**src/rtl/fb_coef_reader_if.sv**
```systemverilog
// rtl/fb_coef_reader_if.sv - table fetch and coefficient stream bundle for fb_coef_reader
interface fb_coef_reader_if #(
    parameter int WIDTH_A = 12
) ();
    logic [WIDTH_A-1:0] rom_addr;
    logic [15:0]        rom_coef;
    logic [15:0]        coef_data;
    logic [WIDTH_A-1:0] coef_idx;
    logic               coef_valid;
    logic               coef_ready;
    logic               coef_last;

    modport master (
        output rom_addr,
        input  rom_coef,
        output coef_data,
        output coef_idx,
        output coef_valid,
        input  coef_ready,
        output coef_last
    );

    modport slave (
        input  rom_addr,
        output rom_coef,
        input  coef_data,
        input  coef_idx,
        input  coef_valid,
        output coef_ready,
        input  coef_last
    );
endinterface

```
**src/rtl/fb_coef_reader.sv**
```systemverilog
// rtl/fb_coef_reader.sv - windowed sequential reader of the twiddle table onto a valid/ready stream
module fb_coef_reader #(
    parameter int WIDTH_A = 12,
    parameter int DEPTH   = 40
) (
    input  logic               clk,
    input  logic               rst,
    input  logic               start,
    input  logic [WIDTH_A-1:0] base,
    input  logic [WIDTH_A-1:0] len,
    output logic               busy,
    output logic               done,
    fb_coef_reader_if.master   cif
);
    typedef enum logic [1:0] {IDLE, RUN, DRAIN} state_t;

    state_t             state;
    logic [WIDTH_A-1:0] ptr;
    logic [WIDTH_A-1:0] remaining;
    logic               load;

    // The table answers in the same cycle, so the address is decoded, not registered.
    always_comb begin
        cif.rom_addr = (state == IDLE) ? '0 : ptr;
    end

    assign load = !cif.coef_valid || cif.coef_ready;

    always_ff @(posedge clk or posedge rst) begin
        if (rst) begin
            state          <= IDLE;
            ptr            <= '0;
            remaining      <= '0;
            busy           <= 1'b0;
            done           <= 1'b0;
            cif.coef_data  <= '0;
            cif.coef_idx   <= '0;
            cif.coef_valid <= 1'b0;
            cif.coef_last  <= 1'b0;
        end else begin
            done <= 1'b0;
            case (state)
                IDLE: begin
                    if (start) begin
                        if (len == '0) begin
                            done <= 1'b1;
                        end else begin
                            ptr       <= (base >= WIDTH_A'(DEPTH)) ? '0 : base;
                            remaining <= len;
                            busy      <= 1'b1;
                            state     <= RUN;
                        end
                    end
                end
                RUN: begin
                    // A consumed beat is replaced on the same edge, so no bubble at full rate.
                    if (load) begin
                        cif.coef_data  <= cif.rom_coef;
                        cif.coef_idx   <= ptr;
                        cif.coef_valid <= 1'b1;
                        cif.coef_last  <= (remaining == WIDTH_A'(1));
                        ptr            <= (ptr == WIDTH_A'(DEPTH - 1)) ? '0 : ptr + 1'b1;
                        remaining      <= remaining - 1'b1;
                        if (remaining == WIDTH_A'(1)) begin
                            state <= DRAIN;
                        end
                    end
                end
                DRAIN: begin
                    if (cif.coef_valid && cif.coef_ready) begin
                        cif.coef_valid <= 1'b0;
                        cif.coef_last  <= 1'b0;
                        done           <= 1'b1;
                        busy           <= 1'b0;
                        state          <= IDLE;
                    end
                end
                default: begin
                    busy  <= 1'b0;
                    state <= IDLE;
                end
            endcase
        end
    end
endmodule

```
**src/flat_wrapper.sv**
```systemverilog
// flat-port wrapper written by rule: the top's interface ports become plain ports
module fb_coef_reader_flat 
#(
    parameter int WIDTH_A = 12,
    parameter int DEPTH   = 40
)
  (clk, rst, start, base, len, busy, done, cif_rom_addr, cif_rom_coef, cif_coef_data, cif_coef_idx, cif_coef_valid, cif_coef_ready, cif_coef_last);
  fb_coef_reader_if #(.WIDTH_A(WIDTH_A)) cif_i ();
  input  logic clk;
  input  logic rst;
  input  logic start;
  input  logic [WIDTH_A-1:0] base;
  input  logic [WIDTH_A-1:0] len;
  output logic busy;
  output logic done;
  output wire logic [$bits(cif_i.rom_addr)-1:0] cif_rom_addr;
  input wire logic [$bits(cif_i.rom_coef)-1:0] cif_rom_coef;
  output wire logic [$bits(cif_i.coef_data)-1:0] cif_coef_data;
  output wire logic [$bits(cif_i.coef_idx)-1:0] cif_coef_idx;
  output wire logic [$bits(cif_i.coef_valid)-1:0] cif_coef_valid;
  input wire logic [$bits(cif_i.coef_ready)-1:0] cif_coef_ready;
  output wire logic [$bits(cif_i.coef_last)-1:0] cif_coef_last;
  assign cif_rom_addr = cif_i.rom_addr;
  assign cif_i.rom_coef = cif_rom_coef;
  assign cif_coef_data = cif_i.coef_data;
  assign cif_coef_idx = cif_i.coef_idx;
  assign cif_coef_valid = cif_i.coef_valid;
  assign cif_i.coef_ready = cif_coef_ready;
  assign cif_coef_last = cif_i.coef_last;
  fb_coef_reader #(.WIDTH_A(WIDTH_A), .DEPTH(DEPTH)) u_core (.clk(clk), .rst(rst), .start(start), .base(base), .len(len), .busy(busy), .done(done), .cif(cif_i));
endmodule
```
**config.mk**
```make
export PLATFORM = sky130hd
export DESIGN_NAME = fb_coef_reader_flat
export DESIGN_NICKNAME = d
export VERILOG_FILES = /design/src/rtl/fb_coef_reader_if.sv /design/src/rtl/fb_coef_reader.sv /design/src/flat_wrapper.sv
export SDC_FILE = /design/constraint.sdc
export NUM_CORES = 1
export LEC_CHECK = 0
export ABC_AREA = 1
export CORE_MARGIN = 3
export CORE_UTILIZATION = 52
export DETAILED_ROUTE_END_ITERATION = 7
export GPL_TIMING_DRIVEN = 0
export PLACE_DENSITY = 0.86
export SETUP_SLACK_MARGIN = 0.15
export SLEW_MARGIN = 0
export SYNTH_ARGS = -nofsm -noshare
export SYNTH_HDL_FRONTEND = slang
export SYNTH_SLANG_ARGS = --single-unit
```
**constraint.sdc**
```tcl
create_clock -name clk -period 3.6 [get_ports clk]
set_clock_uncertainty 0.15 [all_clocks]
set_input_delay 0.36 -clock clk [delete_from_list [all_inputs] [get_ports clk]]
set_output_delay 0.36 -clock clk [all_outputs]
set_load 0.03 [all_outputs]
```
# Yosys cells after proc, flatten, opt, wreduce, memory -nomap -nowiden
# Index checks and enable logic that the tools add are counted.
# word_totals
regBits	58
latchBits	0
ramBits	0
mem_bits_ro	0
in_bits	44
output_inout_bits	44
wordCells	63
mem_count	0
# op_classes
add_sub_neg	2
n_mul	0
div_mod_pow	0
n_lt_le_gt_ge	1
eq_ne	9
shifts	0
n_mux	29
n_bitwise	1
n_reduce_logical	12
# ops
op	n
12-bit 2-to-1 mux	9
12-bit case mux with 2 select lines	2
12-bit by 1-bit adder with 12-bit output, second input constant	1
12-bit by 1-bit equality test with 1-bit output, second input constant	1
12-bit by 6-bit equality test with 1-bit output, second input constant	1
12-bit by 6-bit greater-or-equal comparator with 1-bit output, second input constant	1
12-bit zero test	1
12-bit by 1-bit subtractor with 12-bit output, second input constant	1
2-bit 2-to-1 mux	5
1-bit 2-to-1 mux	8
4-bit AND reduction	2
2-bit by 1-bit inequality test with 1-bit output, second input constant	3
1-bit case mux with 2 select lines	3
2-bit case mux with 3 select lines	1
5-bit AND reduction	1
2-bit inequality test, second input constant	2
2-bit nonzero test	2
1-bit case mux with 3 select lines	1
3-bit AND reduction	1
2-bit by 1-bit equality test with 1-bit output, second input constant	1
2-bit equality test, second input constant	1
2-bit zero test	1
2-bit AND reduction	1
1-bit logical AND	1
3 further kinds	3

# Depth between registers and ports, before layout
# logic_depth
ltp_word	5
ltp_mapped	9
depth_no_buf	9

# Least setup slack after synthesis
# OpenSTA, ideal clock, no wires.
# synth_path
path_kind	reg2out
startpoint	reg u_core.state[1]
endpoint	out cif_rom_addr[0]
arrival_time_ps	1185
required_time_ps	3090
setup_slack_ps	1905
path_stages_with_launch	4
path_buffers	1
cell_sequence	dfrtp_1 > nor2_2 > clkbuf_1 > nor2_1
# synth_via
elab_chain_len	2
# synth_lines
element	line_no	source
start: declaration	fb_coef_reader.sv:17	state_t state;
start signal: assignment	fb_coef_reader.sv:31	state <= IDLE;
start signal: assignment	fb_coef_reader.sv:51	state <= RUN;
start signal: assignment	fb_coef_reader.sv:65	state <= DRAIN;
2-bit zero test	fb_coef_reader.sv:24	cif.rom_addr = (state == IDLE) ? '0 : ptr;
12-bit 2-to-1 mux	fb_coef_reader.sv:24	
end: declaration	flat_wrapper.sv:16	output wire logic [$bits(cif_i.rom_addr)-1:0] cif_rom_addr;
# Every way passes these cells.

# Final worst setup path
# layout_path
startpoint	reg u_core.state[1]
endpoint	out cif_rom_addr[10]
# Same word-level chain as after synthesis.

==> summary.txt <==
H-tree Lvls = 3
Clk sinks = 58
Synth Area in Compound Gates = 8.89%
Crit path capture type = primary output
Ant diodes = 0
Final Max Slew Viols = 0
Worst Hold Class = in -> async
Period Utilization, post-route = 74.9%
R2r startpoint = u_core.state[1]$_DFFE_PP0P_
Pre-CTS setup slack = 1.29 ns
Worst setup SP type = register
First-pass GRT wire length = 13.8 mm
Worst setup margin = 0.905 ns
Final Hold Viols = 0
DRC errors left = 0
Adder-Cell Fraction of Synth Area = 1.18%
Initial antenna violation count = 0
Leading post-synthesis cells by cell area = dfrtp_1, nand2_1, nand3_1, nor2_1, inv_1
CTS tree = built
Clk slew on worst S/H paths = 0.08 ns
Final hold slack = 0.171 ns
Setup Buffers After CTS = 0
Synth Instances = 448
Dpl hpwl = 6.42 mm
Post-DR vias/cell = 5.25
Worst rel slew slack = 63.4%
Grt ovf = 0
Mux cell area share after synthesis = 0%
Wire length on met2 = 4.24 mm
RSZ-0062 raised after global routing = false
Final setup viols = 0
Die Ht = 84.4 µm
Io pins = 88
Final wirelength = 8.31 mm
Register area share after synthesis = 45.4%
Maximum root-to-sink buffer count = 2
Most common cell after layout, fill and taps aside = nand2_1
Setup tns final = 0 ns
Root Buffer = clkbuf_8
Cell taking the most area after synthesis = dfrtp_1
I/O Buffers = 87
Cts hold-fix bufs = 0
Wire length per cell = 13.3 µm
DR WL met3 = 528 µm
Vias in the first global route = 3045
CORE AREA = 5710 µm²
Area grow syn2layout = 37.8%
GP Congestion = 0.888
Register-to-register setup slack = 1.68 ns
Ys Warns = 0
Crit path time final = 2.70 ns
CP arrival = 2.19 ns
Critical setup path kind = reg -> out
Initial core utilization = 56.0%
Fill count = 420
Tightest Pin Transition = 0.544 ns
R2R depth = 9
Die area = 7120 µm²
Placed cell count = 608
Max frequency = 371 MHz
Syn_area_per_cell = 7.13 µm²
Critical Path RT = 3.09 ns
Routed Antenna Nets = 0
Largest net degree at the start of global routing = 42
Final Instance Count excl. Fillers = 624
Post-synth cell types = 26
Chip width = 84.4 µm
Leakage = 2.12 nW
Mapped Nets = 495
Xor and xnor fraction of the mapped netlist area = 0.274%
Total Routing Usage GR = 23.8%
CTS resizes = 0
DR top layer = met4
Status = completed
Wl on met1 = 3.43 mm
Max Cap Violations = 0
1st-iter DRT viols = 204
Area occupied by multi-input gates = 1500 µm²
FF+latch count, synth = 58
Top cell type's share of synthesized area = 45.4%
Commonest non-fill, non-tap cells in the layout = nand2_1, clkdlybuf4s50_1, dfrtp_1, nor2_1, nand3_1
Sequential Area = 1450 µm²
Row count = 27
Largest family of logic cells by synthesized area = simple AND/OR/NAND/NOR gates
Routed vias = 3275
Power Density = 733 nW/µm²
Reg-to-reg endpoint = u_core.remaining[4]$_DFFE_PP0P_
Later-pin clock latency in the skew report = 0.33 ns
Worst IR Drop VDD = 569 µV
TritonCTS Buffers = 9
Post-Syn Area = 3190 µm²
Nets@finish = 594
Worst-path maximum fanout = 10
Pre-antenna DRT Iters = 5
Layout cell share with drive strength beyond 1 = 9.06%
Post-Synth Simple-Gate Area = 36.7%
## worst max path at each step
stage	startpoint	to	slack [ns]
2_1_floorplan	rst	u_core.busy$_DFFE_PP0P_	1.66
3_3_place_gp	rst	u_core.remaining[1]$_DFFE_PP0P_	0.62
3_5_place_dp	u_core.state[1]$_DFFE_PP0P_	cif_rom_addr[11]	1.29
4_1_cts	u_core.state[1]$_DFFE_PP0P_	cif_rom_addr[11]	0.93
5_1_grt	u_core.state[1]$_DFFE_PP0P_	cif_rom_addr[2]	0.78
6_report	u_core.state[1]$_DFFE_PP0P_	cif_rom_addr[10]	0.90
## registers in the layout (all words and copies together), names as in the netlist
name and cells:
u_core.busy 1, u_core.cif.coef_data 16, u_core.cif.coef_idx 12, u_core.cif.coef_last 1, u_core.cif.coef_valid 1, u_core.done 1
u_core.ptr 12, u_core.remaining 12, u_core.state 2
## Yosys cell counts
library cell,count
nand2_2,1
buf_2,7
nand4_1,3
nand3_4,1
nor3_1,2
buf_1,1
buf_6,2
nand2_1,175
o21ai_2,10
clkbuf_1,1
or2_2,1
buf_4,2
xor2_1,1
nor2_1,53
o21ai_0,18
nor3_2,1
inv_2,4
nor2_8,1
nor2_2,1
inv_1,39
o21ai_1,16
ha_1,3
a21oi_4,1
dfrtp_1,58
a21oi_1,2
nand3_1,44
## where the power goes
part / leakage [nW] / internal, mW / switching, mW / total, mW
clock network: 0.106 / 0.395 / 0.290 / 0.685
logic: 1.26 / 0.565 / 0.960 / 1.53
registers: 0.746 / 0.853 / 0.162 / 1.02
total: 2.12 / 1.81 / 1.41 / 3.23
## metrics by stage
step / util, % / power, mW / cell area [µm²]
global placement: 72.8 / 2.48 / 4160
global route: 77.1 / 3.44 / 4400
finish: 77.1 / 3.23 / 4400
CTS: 77.1 / 3.23 / 4400
floorplan: - / 2.00 / 3190
detailed placement: 73.1 / 2.54 / 4180
## area by class of cell
class	instances	share of cell area, %
plain buffers	13	1.82
clock buffers	9	2.81
clock inverters	7	2.30
inverters	43	3.67
multi-input cells	334	34.1
flip-flops and latches	58	33.0
well taps	72	2.05
repair buffers	88	20.2
## worst max-delay path: stages, from the launching register on
cell and delay [ns]:
dfrtp_1 0.48, nor2_2 0.31, clkbuf_1 0.35, nor2_1 0.10, clkdlybuf4s50_1 0.61
## kinds of logic after synthesis
| logic type | count (synthesis) |
|---|---|
| and+or+nand+nor | 283 |
| buffers and inverters | 56 |
| AOI/OAI and AO/OA | 47 |
| DFF | 58 |
| xor gates and xnor gates | 1 |
| adders and majority gates | 3 |
## layer usage
| metal | track usage (%) | vias to the layer above |
|---|---|---|
| li1 | - | 1609 |
| met3 | 5.79 | 13 |
| met4 | 8.49 | 0 |
| met1 | 28.8 | 1528 |
| met2 | 41.5 | 125 |
| met5 | 0 | - |
Note: power is estimated with default switching activity, not from simulation.
